==> src/rtl/fnd_pkg.sv <==
// Shared constants for the 4-digit SS.CC seven-segment scanner.
// Segment codes are active-low {dp,g,f,e,d,c,b,a}; digit enables are one-cold.
package fnd_pkg;

  localparam logic [7:0] SEG_DIGIT [0:9] = '{
    8'hC0, 8'hF9, 8'hA4, 8'hB0, 8'h99, 8'h92, 8'h82, 8'hF8, 8'h80, 8'h90
  };
  localparam logic [7:0] SEG_BLANK = 8'hFF;
  localparam logic [7:0] SEG_DASH  = 8'hBF;

  localparam logic [3:0] COM_SEL [0:3] = '{4'b1110, 4'b1101, 4'b1011, 4'b0111};

  localparam int unsigned MSEC_MAX  = 99;
  localparam int unsigned SEC_MAX   = 59;
  localparam int unsigned MSEC_HALF = 50;

  typedef enum logic [1:0] {
    DigMsecOnes = 2'd0,
    DigMsecTens = 2'd1,
    DigSecOnes  = 2'd2,
    DigSecTens  = 2'd3
  } digit_e;

endpackage

==> src/rtl/fnd_bcd_to_seg.sv <==
// BCD digit (or dash) to active-low 7-segment pattern {g,f,e,d,c,b,a}.
// Non-decimal codes blank the digit.
module fnd_bcd_to_seg
  import fnd_pkg::*;
(
  input  logic [3:0] bcd,
  input  logic       dash,
  output logic [6:0] seg
);

  logic [7:0] code;

  always_comb begin
    code = SEG_BLANK;
    if (dash) begin
      code = SEG_DASH;
    end else if (bcd <= 4'd9) begin
      code = SEG_DIGIT[bcd];
    end
    seg = code[6:0];
  end

endmodule

==> src/rtl/fnd_time_scanner.sv <==
// Scans binary centiseconds/seconds onto a 4-digit common-anode display as SS.CC.
// Define FND_DP_BLINK_EN to light the decimal point only during the first half second.
module fnd_time_scanner
  import fnd_pkg::*;
#(
  parameter int unsigned SCAN_DIV = 100_000,
  parameter int unsigned MSEC_W   = 7,
  parameter int unsigned SEC_W    = 6
) (
  input  logic              clk,
  input  logic              reset,
  input  logic [MSEC_W-1:0] i_msec,
  input  logic [SEC_W-1:0]  i_sec,
  output logic [7:0]        fnd_data,
  output logic [3:0]        fnd_com,
  output logic              o_frame_tick
);

  localparam int unsigned CntW = (SCAN_DIV > 1) ? $clog2(SCAN_DIV) : 1;

  logic [CntW-1:0]   scan_cnt_q;
  logic              scan_tick;
  digit_e            idx_q, idx_next;
  logic [MSEC_W-1:0] msec_q, msec_cur;
  logic [SEC_W-1:0]  sec_q, sec_cur;
  logic              msec_oor, sec_oor;
  logic [3:0]        bcd;
  logic              dash;
  logic              dp;
  logic [6:0]        seg;
  logic [7:0]        data_q;
  logic [3:0]        com_q;
  logic              frame_q;

  assign scan_tick = (scan_cnt_q == CntW'(SCAN_DIV - 1));
  assign idx_next  = digit_e'(idx_q + 2'd1);

  always_ff @(posedge clk or posedge reset) begin
    if (reset) begin
      scan_cnt_q <= '0;
      idx_q      <= DigSecTens;
    end else if (scan_tick) begin
      scan_cnt_q <= '0;
      idx_q      <= idx_next;
    end else begin
      scan_cnt_q <= scan_cnt_q + 1'b1;
    end
  end

  always_ff @(posedge clk or posedge reset) begin
    if (reset) begin
      msec_q <= '0;
      sec_q  <= '0;
    end else if (scan_tick && (idx_next == DigMsecOnes)) begin
      msec_q <= i_msec;
      sec_q  <= i_sec;
    end
  end

  // The digit being registered on a frame-wrap tick must already see the new samples.
  assign msec_cur = (idx_next == DigMsecOnes) ? i_msec : msec_q;
  assign sec_cur  = (idx_next == DigMsecOnes) ? i_sec  : sec_q;

  assign msec_oor = (msec_cur > MSEC_W'(MSEC_MAX));
  assign sec_oor  = (sec_cur  > SEC_W'(SEC_MAX));

  always_comb begin
    bcd  = 4'd0;
    dash = 1'b0;
    dp   = 1'b1;
    unique case (idx_next)
      DigMsecOnes: begin
        bcd  = 4'(msec_cur % MSEC_W'(10));
        dash = msec_oor;
      end
      DigMsecTens: begin
        bcd  = 4'(msec_cur / MSEC_W'(10));
        dash = msec_oor;
      end
      DigSecOnes: begin
        bcd  = 4'(sec_cur % SEC_W'(10));
        dash = sec_oor;
`ifdef FND_DP_BLINK_EN
        dp   = (msec_cur < MSEC_W'(MSEC_HALF)) ? 1'b0 : 1'b1;
`else
        dp   = 1'b0;
`endif
      end
      DigSecTens: begin
        bcd  = 4'(sec_cur / SEC_W'(10));
        dash = sec_oor;
      end
      default: ;
    endcase
  end

  fnd_bcd_to_seg u_bcd_to_seg (
    .bcd  (bcd),
    .dash (dash),
    .seg  (seg)
  );

  always_ff @(posedge clk or posedge reset) begin
    if (reset) begin
      com_q   <= 4'b1111;
      data_q  <= SEG_BLANK;
      frame_q <= 1'b0;
    end else begin
      frame_q <= scan_tick && (idx_next == DigMsecOnes);
      if (scan_tick) begin
        com_q  <= COM_SEL[idx_next];
        data_q <= {dp, seg};
      end
    end
  end

  assign fnd_com      = com_q;
  assign fnd_data     = data_q;
  assign o_frame_tick = frame_q;

endmodule
==> config.mk <==
export PLATFORM = sky130hd
export DESIGN_NAME = fnd_time_scanner
export DESIGN_NICKNAME = d
export VERILOG_FILES = /design/src/rtl/fnd_pkg.sv /design/src/rtl/fnd_bcd_to_seg.sv /design/src/rtl/fnd_time_scanner.sv
export SDC_FILE = /design/constraint.sdc
export NUM_CORES = 1
export LEC_CHECK = 0
export CAP_MARGIN = 20
export CELL_PAD_IN_SITES_DETAIL_PLACEMENT = 1
export CELL_PAD_IN_SITES_GLOBAL_PLACEMENT = 1
export CORE_ASPECT_RATIO = 1.5
export CORE_MARGIN = 2
export CORE_UTILIZATION = 46
export CTS_BUF_LIST = sky130_fd_sc_hd__clkbuf_16
export DETAILED_ROUTE_END_ITERATION = 7
export PLACE_DENSITY = 0.8
export SLEW_MARGIN = 10
export SYNTH_ARGS = -nofsm -noshare
export SYNTH_HDL_FRONTEND = slang
export SYNTH_SLANG_ARGS = --single-unit
==> constraint.sdc <==
create_clock -name clk -period 5.85 [get_ports clk]
set_clock_uncertainty 0.1 [all_clocks]
set_input_delay 1.17 -clock clk [delete_from_list [all_inputs] [get_ports clk]]
set_output_delay 1.17 -clock clk [all_outputs]
set_load 0.005 [all_outputs]
==> results of run 1 <==
## final cells by class
class | count | area (um^2) | area share
Sequential cell | 44 | 1120 | 0.292
Multi-Input combinational cell | 241 | 1960 | 0.512
Clock buffer | 7 | 175 | 0.0457
Timing Repair Buffer | 43 | 390 | 0.102
Clock inverter | 1 | 30.0 | 0.00784
Tap cell | 78 | 97.6 | 0.0255
Inverter | 16 | 60.1 | 0.0157
## power groups by stage
stage	clock network [mW]	logic, mW	registers, mW
2_1_floorplan	0	0.0865	0.317
3_3_place_gp	0	0.133	0.319
3_5_place_dp	0	0.136	0.320
4_1_cts	0.386	0.138	0.315
5_1_grt	0.392	0.155	0.315
6_report	0.380	0.140	0.315
## cell usage in the layout (no fill, tap or decap), types with 3 or more instances in the layout
cell type,n
ha_1,15
nor2_1,32
dfrtp_1,31
nand2b_1,5
o31ai_1,3
a21oi_2,3
buf_4,16
clkbuf_16,7
dfstp_2,13
a211oi_1,4
mux4_2,9
nand2_1,13
mux4_1,4
or2_2,4
mux2_2,14
a21o_1,3
inv_1,15
nor2b_1,3
xnor2_1,7
a21oi_1,16
nand3b_1,4
a211o_1,3
and4_1,3
nand3_1,13
nand4_1,8
xor2_1,8
clkdlybuf4s50_1,27
and2_1,3
mux2i_1,4
o21ai_0,8
## timing repair
action,CTS,global route
setup endpoints to repair,0,4
resized for setup,0,5
setup buffers,0,0
hold endpoints to repair,0,0
## critical path, stage by stage
cell and delay, ns:
clkdlybuf4s50_1 0.42, mux4_1 0.55, o21a_1 0.16, mux2_2 0.28
mux2i_2 0.17, ha_1 0.19, inv_1 0.05, o31a_1 0.31
nor2_1 0.10, a21oi_1 0.06, o221a_2 0.27, mux2i_1 0.15
a31oi_1 0.16, buf_4 0.18, inv_1 0.07, ha_1 0.17
nor2_1 0.07, or2_2 0.31, a2111o_1 0.39, a31oi_4 0.20
o21ai_1 0.13, o21a_1 0.14
## worst paths after layout
path                       cells after the start  startpoint          end  slack (ns)
setup / recovery                              22   i_msec[4]  fnd_data[1]        0.27
hold / removal                                 2  fnd_com[3]   fnd_com[3]        0.38
setup reg to reg                              20    idx_q[1]  fnd_data[1]        0.49
hold reg to reg                                2  fnd_com[3]   fnd_com[3]        0.38
max in group asynchronous                      3       reset  fnd_data[6]        4.03
min in group asynchronous                      3       reset     sec_q[3]        1.24
## registers in the layout, indices dropped and copies added, names as in the netlist
signal,count
fnd_data,7
idx_q,2
o_frame_tick,1
sec_q,6
scan_cnt_q,17
msec_q,7
fnd_com,4
## metrics by stage
stage	worst slack [ns]	utilization	instance area [um^2]	hold WS, ns	setup TNS [ns]
6_report	0.274	0.563	3830	0.384	0
4_1_cts	0.0413	0.560	3810	0.386	0
3_3_place_gp	0.000806	0.530	3600	0.362	0
3_5_place_dp	-0.124	0.530	3600	0.364	-0.241
5_1_grt	0.0112	0.563	3830	0.413	0
2_1_floorplan	0.546	-	3190	0.347	0
## kinds of logic after synthesis
kind of cell,count (synthesis),synth area share
simple gates,101,0.166
compound gates,77,0.177
flops,44,0.351
mux,32,0.162
buf+inv,29,0.0412
fa+ha+maj,16,0.0628
xor+xnor,15,0.0412
## routing by layer
metal	global-route usage	part of all wire	up-vias
li1	-	-	1252
met1	0.293	0.39	1375
met2	0.468	0.55	59
met3	0.0332	0.027	23
met4	0.144	0.041	0
met5	0	0	-
==> results.py, run 1 <==
metrics = {
    "synth": {
        "synth_most_common_cell": "nor2_1",
        "synth_area_leaders": "dfrtp_1 (24%), dfstp_2 (11%), mux4_2 (6.4%)",
        "yosysTopAreaCell": "dfrtp_1",
        "yosysSeqAreaShare": 0.351,
        "synth.distinct_cells": 65,
        "synth_top_area_frac": 0.243,
        "synthArstFlopShare": 1.00,
        "yosys-top-cells-count": "nor2_1 (32), dfrtp_1 (31), a21oi_1 (16), ha_1 (16), inv_1 (16)",
        "syn-num-nets": 345,
        "synth_area_um2": 3190,
        "synthCells": 314,
        "yosys_warnings": 0,
        "synth_ff_type": "dfrtp_1",
        "synth_seq_cells": 44,
        "syn_avg_cell_area_um2": 10.1,
        "synth_edf_count": 0,
    },
    "pwr": {
        "p_per_area_nw_per_um2": 218,
        "power.internal_mw": 0.626,
        "peakVddDrop_mv": 0.204,
        "p_sw_frac": 0.250,
        "power_frac_seq": 0.377,
        "power_leakage_nw": 1.56,
        "p_switching_mw": 0.209,
        "combPwrFrac": 0.168,
        "finalPower_mw": 0.835,
        "clkPwrFrac": 0.455,
    },
    "timing": {
        "hold_viol_final": 0,
        "maxSlewViolCount": 0,
        "rsz0062_at_grt": "no",
        "timing.final.crit_share": 0.953,
        "worst_pin_slew_ns": 1.04,
        "setup_viol_count_final": 0,
        "slew_headroom": 0.304,
        "min_period_ns": 5.58,
        "fmax_mhz": 179,
    },
    "global_routing": {
        "grt_overflow_total": 0,
        "grt_util_all_layers": 0.261,
        "grt_start_max_net_pins": 45,
        "grt_pass1_wl_um": 15400,
        "antenna_found_initial": 0,
        "grt_pass1_vias": 3009,
    },
    "clock_tree": {
        "h-tree-depth": 2,
        "clk_path_buf_depth": 2,
        "clk_pin_slew_worst_paths_ns": 0.07,
        "root_buffer": "clkbuf_16",
        "clk_latency_ns": 0.29,
        "cts_made_buffers": 5,
        "cts_tree": "yes",
        "clkSinkCount": 44,
        "cts-hold-fix-buffers": 0,
    },
    "routing": {
        "avgViaCountPerCell": 6.30,
        "dr.pass1.iters": 4,
        "wl_per_cell_um": 21.3,
        "wl_um": 9160,
        "drtIter0Drc": 100,
        "vias": 2709,
        "drtAntennaViolNets": 0,
        "route.detailed.drc": 0,
    },
    "floorplanning": {
        "dieWidth_um": 72.0,
        "start_util": 0.468,
        "placementRows": 37,
        "fp.coreArea_um2": 6810,
        "dieHeight_um": 106,
        "die-area_um2": 7620,
        "ios": 28,
    },
    "setup_path": {
        "crit_type": "input port to flip-flop",
        "cp-start-kind": "input port",
        "endpoint_kind": "flip-flop",
        "worstPathArrival_ns": 5.70,
        "cp_max_fo": 4,
        "cp.required_ns": 5.97,
    },
    "placement": {
        "io_buffers": 27,
        "dp_hpwl_um": 6540,
        "gp_congestion": 0.839,
        "dp_cells": 422,
    },
    "finish": {
        "final_cell_count_no_fill": 430,
        "post_route_cells_drive_above_1_share": 0.216,
        "nets": 382,
        "syn_to_final_growth_pct": 20.2,
        "antennaDiodeCount": 0,
        "num-fill-cells": 750,
    },
    "status": {
        "outcome": "completed",
    },
    "hold_path": {
        "min-delay-path-class": "flip-flop to flip-flop",
    },
    "run": {
        "max_cap_violations": 0,
    },
}
Note: power is estimated with default switching activity, not from simulation.
==> run 2: changes to the inputs <==
--- a/config.mk
+++ b/config.mk
@@ -10,10 +10,10 @@
 export CELL_PAD_IN_SITES_GLOBAL_PLACEMENT = 1
 export CORE_ASPECT_RATIO = 1.5
 export CORE_MARGIN = 2
-export CORE_UTILIZATION = 46
+export CORE_UTILIZATION = 41
 export CTS_BUF_LIST = sky130_fd_sc_hd__clkbuf_16
 export DETAILED_ROUTE_END_ITERATION = 7
-export PLACE_DENSITY = 0.8
+export PLACE_DENSITY = 0.75
 export SLEW_MARGIN = 10
 export SYNTH_ARGS = -nofsm -noshare
 export SYNTH_HDL_FRONTEND = slang
==> constraint.sdc (replaced) <==
create_clock -name clk -period 4.82 [get_ports clk]
set_clock_uncertainty 0.1 [all_clocks]
set_input_delay 0.964 -clock clk [delete_from_list [all_inputs] [get_ports clk]]
set_output_delay 0.964 -clock clk [all_outputs]
set_load 0.005 [all_outputs]
==> run 2 against run 1 <==
- via count up 10%
- routed wire length up 13%
- register-to-register slack worse by 0.43 ns
- critical path type unchanged
- largest power group unchanged
==> results.py, run 2 (same netlist as run 1, synthesis figures left out) <==
metrics = {
    "setup_path": {
        "cp-start-kind": "input port",
        "worstSetupStartpoint": "i_sec[3]",
        "crit_chain": "clkdlybuf4s15_1 > mux4_2 > mux2_4 > mux2i_2 > ha_2 > inv_2 > o31a_1 > nor2_1 > a21oi_1 > o221a_2 > mux2i_2 > a31oi_2 > ha_2 > nor2_4 > or2_4 > a2111o_1 > a31oi_4 > o21ai_1 > o21a_1",
        "cpMaxStageDelayCell": "mux4_2",
        "critPathMaxStageDelay_ns": 0.55,
        "rr_worst_depth": 20,
        "regToRegSetupSlack_ns": 0.06,
        "cp.required_ns": 4.94,
        "endpoint_kind": "flip-flop",
        "cp_max_fo": 4,
        "rr_endpoint": "fnd_data[1]",
        "cp-endpoint": "fnd_data[1]",
        "crit_type": "input port to flip-flop",
        "worstPathArrival_ns": 4.89,
        "r2r-start": "idx_q[0]",
    },
    "global_routing": {
        "grt_pass1_vias": 3260,
        "grt_use_met2": 0.454,
        "gr-usage-met1": 0.265,
        "antenna_found_initial": 0,
        "use_met3": 0.0292,
        "grt_start_max_net_pins": 45,
        "grt_busiest_layer": "met2",
        "grt_pass1_wl_um": 16300,
        "grt_util_all_layers": 0.238,
        "grt_overflow_total": 0,
    },
    "timing": {
        "min_period_ns": 4.77,
        "timing.final.crit_share": 0.989,
        "fin_ws_ns": 0.0516,
        "finalSetupTns_ns": 0,
        "setup_viol_count_final": 0,
        "rsz0062_at_grt": "yes",
        "worst_pin_slew_ns": 0.947,
        "hold_viol_final": 0,
        "slew_headroom": 0.364,
        "fmax_mhz": 210,
        "maxSlewViolCount": 0,
    },
    "finish": {
        "largest_reg_flops": 17,
        "syn_to_final_growth_pct": 38.8,
        "mostFrequentLayoutCells": "buf_4 (72), nor2_1 (31), dfrtp_1 (31)",
        "largest-register": "scan_cnt_q",
        "antennaDiodeCount": 0,
        "num-fill-cells": 850,
        "final_common_cell": "buf_4",
        "post_route_cells_drive_above_1_share": 0.392,
        "nets": 441,
    },
    "pwr": {
        "p_per_area_nw_per_um2": 233,
        "combPwrFrac": 0.251,
        "power.internal_mw": 0.751,
        "p_sw_frac": 0.271,
        "power_frac_seq": 0.370,
        "p_switching_mw": 0.279,
        "clkPwrFrac": 0.378,
        "peakVddDrop_mv": 0.280,
        "power_leakage_nw": 1.89,
    },
    "floorplanning": {
        "die-area_um2": 8510,
        "start_util": 0.421,
        "ios": 28,
        "dieWidth_um": 76.0,
        "fp.coreArea_um2": 7560,
        "dieHeight_um": 112,
        "placementRows": 39,
    },
    "clock_tree": {
        "clk_path_buf_depth": 2,
        "cts_made_buffers": 5,
        "h-tree-depth": 2,
        "clk_pin_slew_worst_paths_ns": 0.06,
        "clkSinkCount": 44,
        "root_buffer": "clkbuf_16",
        "cts_tree": "yes",
        "clk_latency_ns": 0.29,
        "cts-hold-fix-buffers": 0,
    },
    "placement": {
        "place_ws_ns": -0.557,
        "gp_congestion": 0.920,
        "dp_hpwl_um": 6840,
        "io_buffers": 27,
    },
    "run": {
        "max_cap_violations": 0,
    },
    "routing": {
        "wl_per_cell_um": 20.1,
        "wl_um": 10300,
        "drtIter0Drc": 153,
        "dr.pass1.iters": 4,
        "drtAntennaViolNets": 0,
        "avgViaCountPerCell": 5.83,
        "vias": 2990,
        "route.detailed.drc": 0,
    },
    "status": {
        "outcome": "completed",
    },
    "hold_path": {
        "min-delay-path-class": "flip-flop to flip-flop",
    },
}
## run 2: cell types whose count changed in the layout (fill, tap and decap cells not counted), sizes merged
cell / delta
inv: +1
clkdlybuf4s15: +2
buf: +59
clkdlybuf4s50: -9
dlymetal6s2s: +4
dlygate4sd2: +1
clkinv: +1
## run 2: cell type report
type / instances / area, um^2 / share of cell area
Tap cell: 102 / 128 / 0.0289
Clock inverter: 3 / 38.8 / 0.00877
Sequential cell: 44 / 1120 / 0.253
Inverter: 16 / 60.1 / 0.0136
Multi-Input combinational cell: 241 / 2110 / 0.477
Timing Repair Buffer: 102 / 843 / 0.191
Clock buffer: 5 / 125 / 0.0283
## run 2: critical path: cells and delay by family
family                     cells  cell delay (ns)
buffers and inverters          2             0.22
AOI/OAI and AO/OA              8             1.59
adders and majority gates      2             0.49
and+or+nand+nor                3             0.37
muxes                          4             1.23
## run 2: how the worst min path moves through the flow
stage                   from             to  slack, ns  cells after the start
6_report       scan_cnt_q[2]  scan_cnt_q[2]       0.39                      1
5_1_grt        scan_cnt_q[0]  scan_cnt_q[0]       0.42                      1
4_1_cts        scan_cnt_q[2]  scan_cnt_q[2]       0.39                      1
3_5_place_dp   scan_cnt_q[2]  scan_cnt_q[2]       0.38                      1
3_3_place_gp      fnd_com[3]     fnd_com[3]       0.36                      2
2_1_floorplan  scan_cnt_q[0]  scan_cnt_q[0]       0.35                      1
## run 2: per-stage QoR
stage / instances / util / power, mW / hold slack (ns) / instance area, um^2
detailed placement: 486 / 0.525 / 0.594 / 0.380 / 3970
global route: 513 / 0.585 / 1.07 / 0.417 / 4420
global placement: 486 / 0.525 / 0.587 / 0.361 / 3970
finish: 513 / 0.585 / 1.03 / 0.391 / 4420
floorplan: 314 / - / 0.500 / 0.347 / 3230
CTS: 502 / 0.560 / 1.01 / 0.393 / 4240
## run 2: timing repair
item | 4_1_cts | 5_1_grt
pin swaps | 12 | 16
resized for setup | 18 | 29
buffers inserted | 8 | 11
cloned | 0 | 0
hold endpoints to repair | 0 | 0
endpoints found under the setup margin | 5 | 7
## run 2: power groups by stage
stage	logic (mW)	registers [mW]	clock network [mW]
global route	0.278	0.382	0.410
floorplan	0.115	0.385	0
detailed placement	0.206	0.388	0
finish	0.259	0.382	0.390
CTS	0.231	0.381	0.395
global placement	0.200	0.387	0
## run 2: metal layers
metal | wire (um) | vias up
met5 | 0 | -
met4 | 358 | 0
met3 | 274 | 23
met2 | 5740 | 57
met1 | 3940 | 1548
li1 | - | 1362
==> run 3: changes to the inputs <==
--- a/config.mk
+++ b/config.mk
@@ -9,7 +9,7 @@
 export CELL_PAD_IN_SITES_DETAIL_PLACEMENT = 1
 export CELL_PAD_IN_SITES_GLOBAL_PLACEMENT = 1
 export CORE_ASPECT_RATIO = 1.5
-export CORE_MARGIN = 2
+export CORE_MARGIN = 4
 export CORE_UTILIZATION = 41
 export CTS_BUF_LIST = sky130_fd_sc_hd__clkbuf_16
 export DETAILED_ROUTE_END_ITERATION = 7
==> run 3 against run 2 <==
- the flow now finishes with violations (setup timing)
- critical path depth rose by 2
- combinational power rose by 3%
- worst setup slack got worse by 0.070 ns
- critical endpoint unchanged
- total power rose by 1.4%
- core utilization rose by 0.92 points
==> results.py, run 3 (same netlist as run 1, synthesis figures left out) <==
metrics = {
    "hold_path": {
        "min_to": "fnd_com[3]",
        "min_from": "fnd_com[3]",
        "min-delay-path-class": "flip-flop to flip-flop",
        "hold_depth": 2,
    },
    "finish": {
        "largest_reg_flops": 17,
        "antennaDiodeCount": 0,
        "largest-register": "scan_cnt_q",
        "num-fill-cells": 862,
        "multi_input_area_um2": 2160,
        "syn_to_final_growth_pct": 41.9,
        "post_route_cells_drive_above_1_share": 0.426,
        "mostFrequentLayoutCells": "buf_4 (79), nor2_1 (31), dfrtp_1 (31)",
        "nets": 448,
        "final_cell_count_no_fill": 520,
        "seqCellArea_um2": 1120,
        "final_common_cell": "buf_4",
    },
    "floorplanning": {
        "start_util": 0.419,
        "dieHeight_um": 116,
        "placementRows": 39,
        "die-area_um2": 9280,
        "ios": 28,
        "fp.coreArea_um2": 7610,
        "dieWidth_um": 80.0,
    },
    "global_routing": {
        "grt_util_all_layers": 0.222,
        "grt_pass1_wl_um": 16000,
        "antenna_found_initial": 0,
        "grt_start_max_net_pins": 45,
        "grt_pass1_vias": 3219,
        "grt_overflow_total": 0,
    },
    "clock_tree": {
        "cts_made_buffers": 5,
        "clk_latency_ns": 0.29,
        "cts-hold-fix-buffers": 0,
        "root_buffer": "clkbuf_16",
        "clkSinkCount": 44,
        "clk_path_buf_depth": 2,
        "cts_tree": "yes",
        "clk_pin_slew_worst_paths_ns": 0.06,
        "h-tree-depth": 2,
    },
    "setup_path": {
        "regToRegSetupSlack_ns": -0.02,
        "worstPathArrival_ns": 4.96,
        "rr_endpoint": "fnd_data[1]",
        "cp_top_family": "compound AO/OA/AOI/OAI gates",
        "crit_buf_inv": 4,
        "endpoint_kind": "flip-flop",
        "cp-start-kind": "flip-flop",
        "critPathMaxStageDelay_ns": 0.57,
        "crit_chain": "ha_4 > buf_4 > mux4_2 > buf_6 > nand2b_1 > or3_4 > a31oi_4 > or2_1 > inv_2 > ha_4 > o31ai_1 > a211oi_2 > o31ai_4 > buf_4 > ha_4 > nor2_4 > or2_4 > a2111o_1 > a31oi_4 > o21ai_2 > o21a_1",
        "crit_type": "flip-flop to flip-flop",
        "cp_max_fo": 8,
        "cp.required_ns": 4.95,
        "cpMaxStageDelayCell": "dfstp_2",
        "r2r-start": "idx_q[1]",
        "worst_path_most_repeated_cell": "ha_4",
        "rr_worst_depth": 21,
    },
    "pwr": {
        "p_sw_frac": 0.274,
        "clkPwrFrac": 0.379,
        "peakVddDrop_mv": 0.320,
        "combPwrFrac": 0.255,
        "power.internal_mw": 0.759,
        "p_switching_mw": 0.286,
        "power_frac_seq": 0.366,
        "power_leakage_nw": 1.92,
        "p_per_area_nw_per_um2": 231,
    },
    "routing": {
        "avgViaCountPerCell": 5.75,
        "drtAntennaViolNets": 0,
        "route.detailed.drc": 0,
        "dr.pass1.iters": 4,
        "wl_um": 10600,
        "drtIter0Drc": 118,
        "wl_per_cell_um": 20.4,
        "vias": 2988,
    },
    "timing": {
        "setup_viol_count_final": 1,
        "rsz0062_at_grt": "yes",
        "maxSlewViolCount": 0,
        "hold_viol_final": 0,
        "fin_ws_ns": -0.0187,
        "fmax_mhz": 207,
        "holdWs_ns": 0.392,
        "min_period_ns": 4.84,
        "slew_headroom": 0.542,
        "timing.final.crit_share": 1.00,
        "worst_pin_slew_ns": 0.683,
        "finalSetupTns_ns": -0.0187,
    },
    "placement": {
        "place_ws_ns": -0.536,
        "io_buffers": 27,
        "dp_cells": 487,
        "dp_hpwl_um": 6950,
        "gp_congestion": 0.832,
    },
    "run": {
        "max_cap_violations": 0,
    },
    "status": {
        "violations": "setup timing",
        "outcome": "finished with violations",
    },
}
-- run 3: how the worst max path moves through the flow --
stage	slack, ns	to	cells past startpoint	from
2_1_floorplan	0.03	fnd_data[1]	19	i_sec[3]
3_3_place_gp	-0.40	fnd_data[1]	21	i_sec[4]
3_5_place_dp	-0.54	fnd_data[1]	21	i_sec[4]
4_1_cts	0.01	fnd_data[0]	23	i_sec[4]
5_1_grt	-0.21	fnd_data[1]	21	idx_q[1]
6_report	-0.02	fnd_data[1]	21	idx_q[1]
-- run 3: layer usage --
metal	share of wire	track usage
met2	0.57	0.436
met4	0.021	0.0631
met5	0	0
met3	0.022	0.0303
met1	0.39	0.243
-- run 3: power groups by stage --
stage / registers [mW] / logic, mW / clock network (mW)
2_1_floorplan: 0.385 / 0.115 / 0
3_3_place_gp: 0.387 / 0.200 / 0
3_5_place_dp: 0.388 / 0.207 / 0
4_1_cts: 0.382 / 0.232 / 0.406
5_1_grt: 0.383 / 0.289 / 0.420
6_report: 0.383 / 0.267 / 0.396
-- run 3: worst reg2reg max path, cell delays in order (launching register included) --
cell and delay, ns:
dfstp_2 0.57, ha_4 0.21, buf_4 0.14, mux4_2 0.53, buf_6 0.15, nand2b_1 0.15
or3_4 0.35, a31oi_4 0.19, or2_1 0.18, inv_2 0.06, ha_4 0.17, o31ai_1 0.09
a211oi_2 0.15, o31ai_4 0.32, buf_4 0.18, ha_4 0.14, nor2_4 0.04, or2_4 0.24
a2111o_1 0.38, a31oi_4 0.23, o21ai_2 0.10, o21a_1 0.11
-- run 3: stage by stage --
stage	power (mW)	cell area, um^2	utilization
floorplan	0.500	3230	-
finish	1.05	4520	0.594
CTS	1.02	4270	0.561
global placement	0.587	3980	0.522
detailed placement	0.595	3980	0.522
global route	1.09	4520	0.594
-- run 3: cell type report --
type / count / share of cell area
Multi-Input combinational cell: 241 / 0.477
Timing Repair Buffer: 109 / 0.197
Sequential cell: 44 / 0.247
Clock inverter: 3 / 0.00941
Inverter: 16 / 0.0141
Tap cell: 102 / 0.0282
Clock buffer: 5 / 0.0277
-- run 3: timing repair --
item,in CTS,in global routing
pin swaps,12,24
buffers inserted,10,15
endpoints found under the setup margin,5,7
resized for setup,14,43
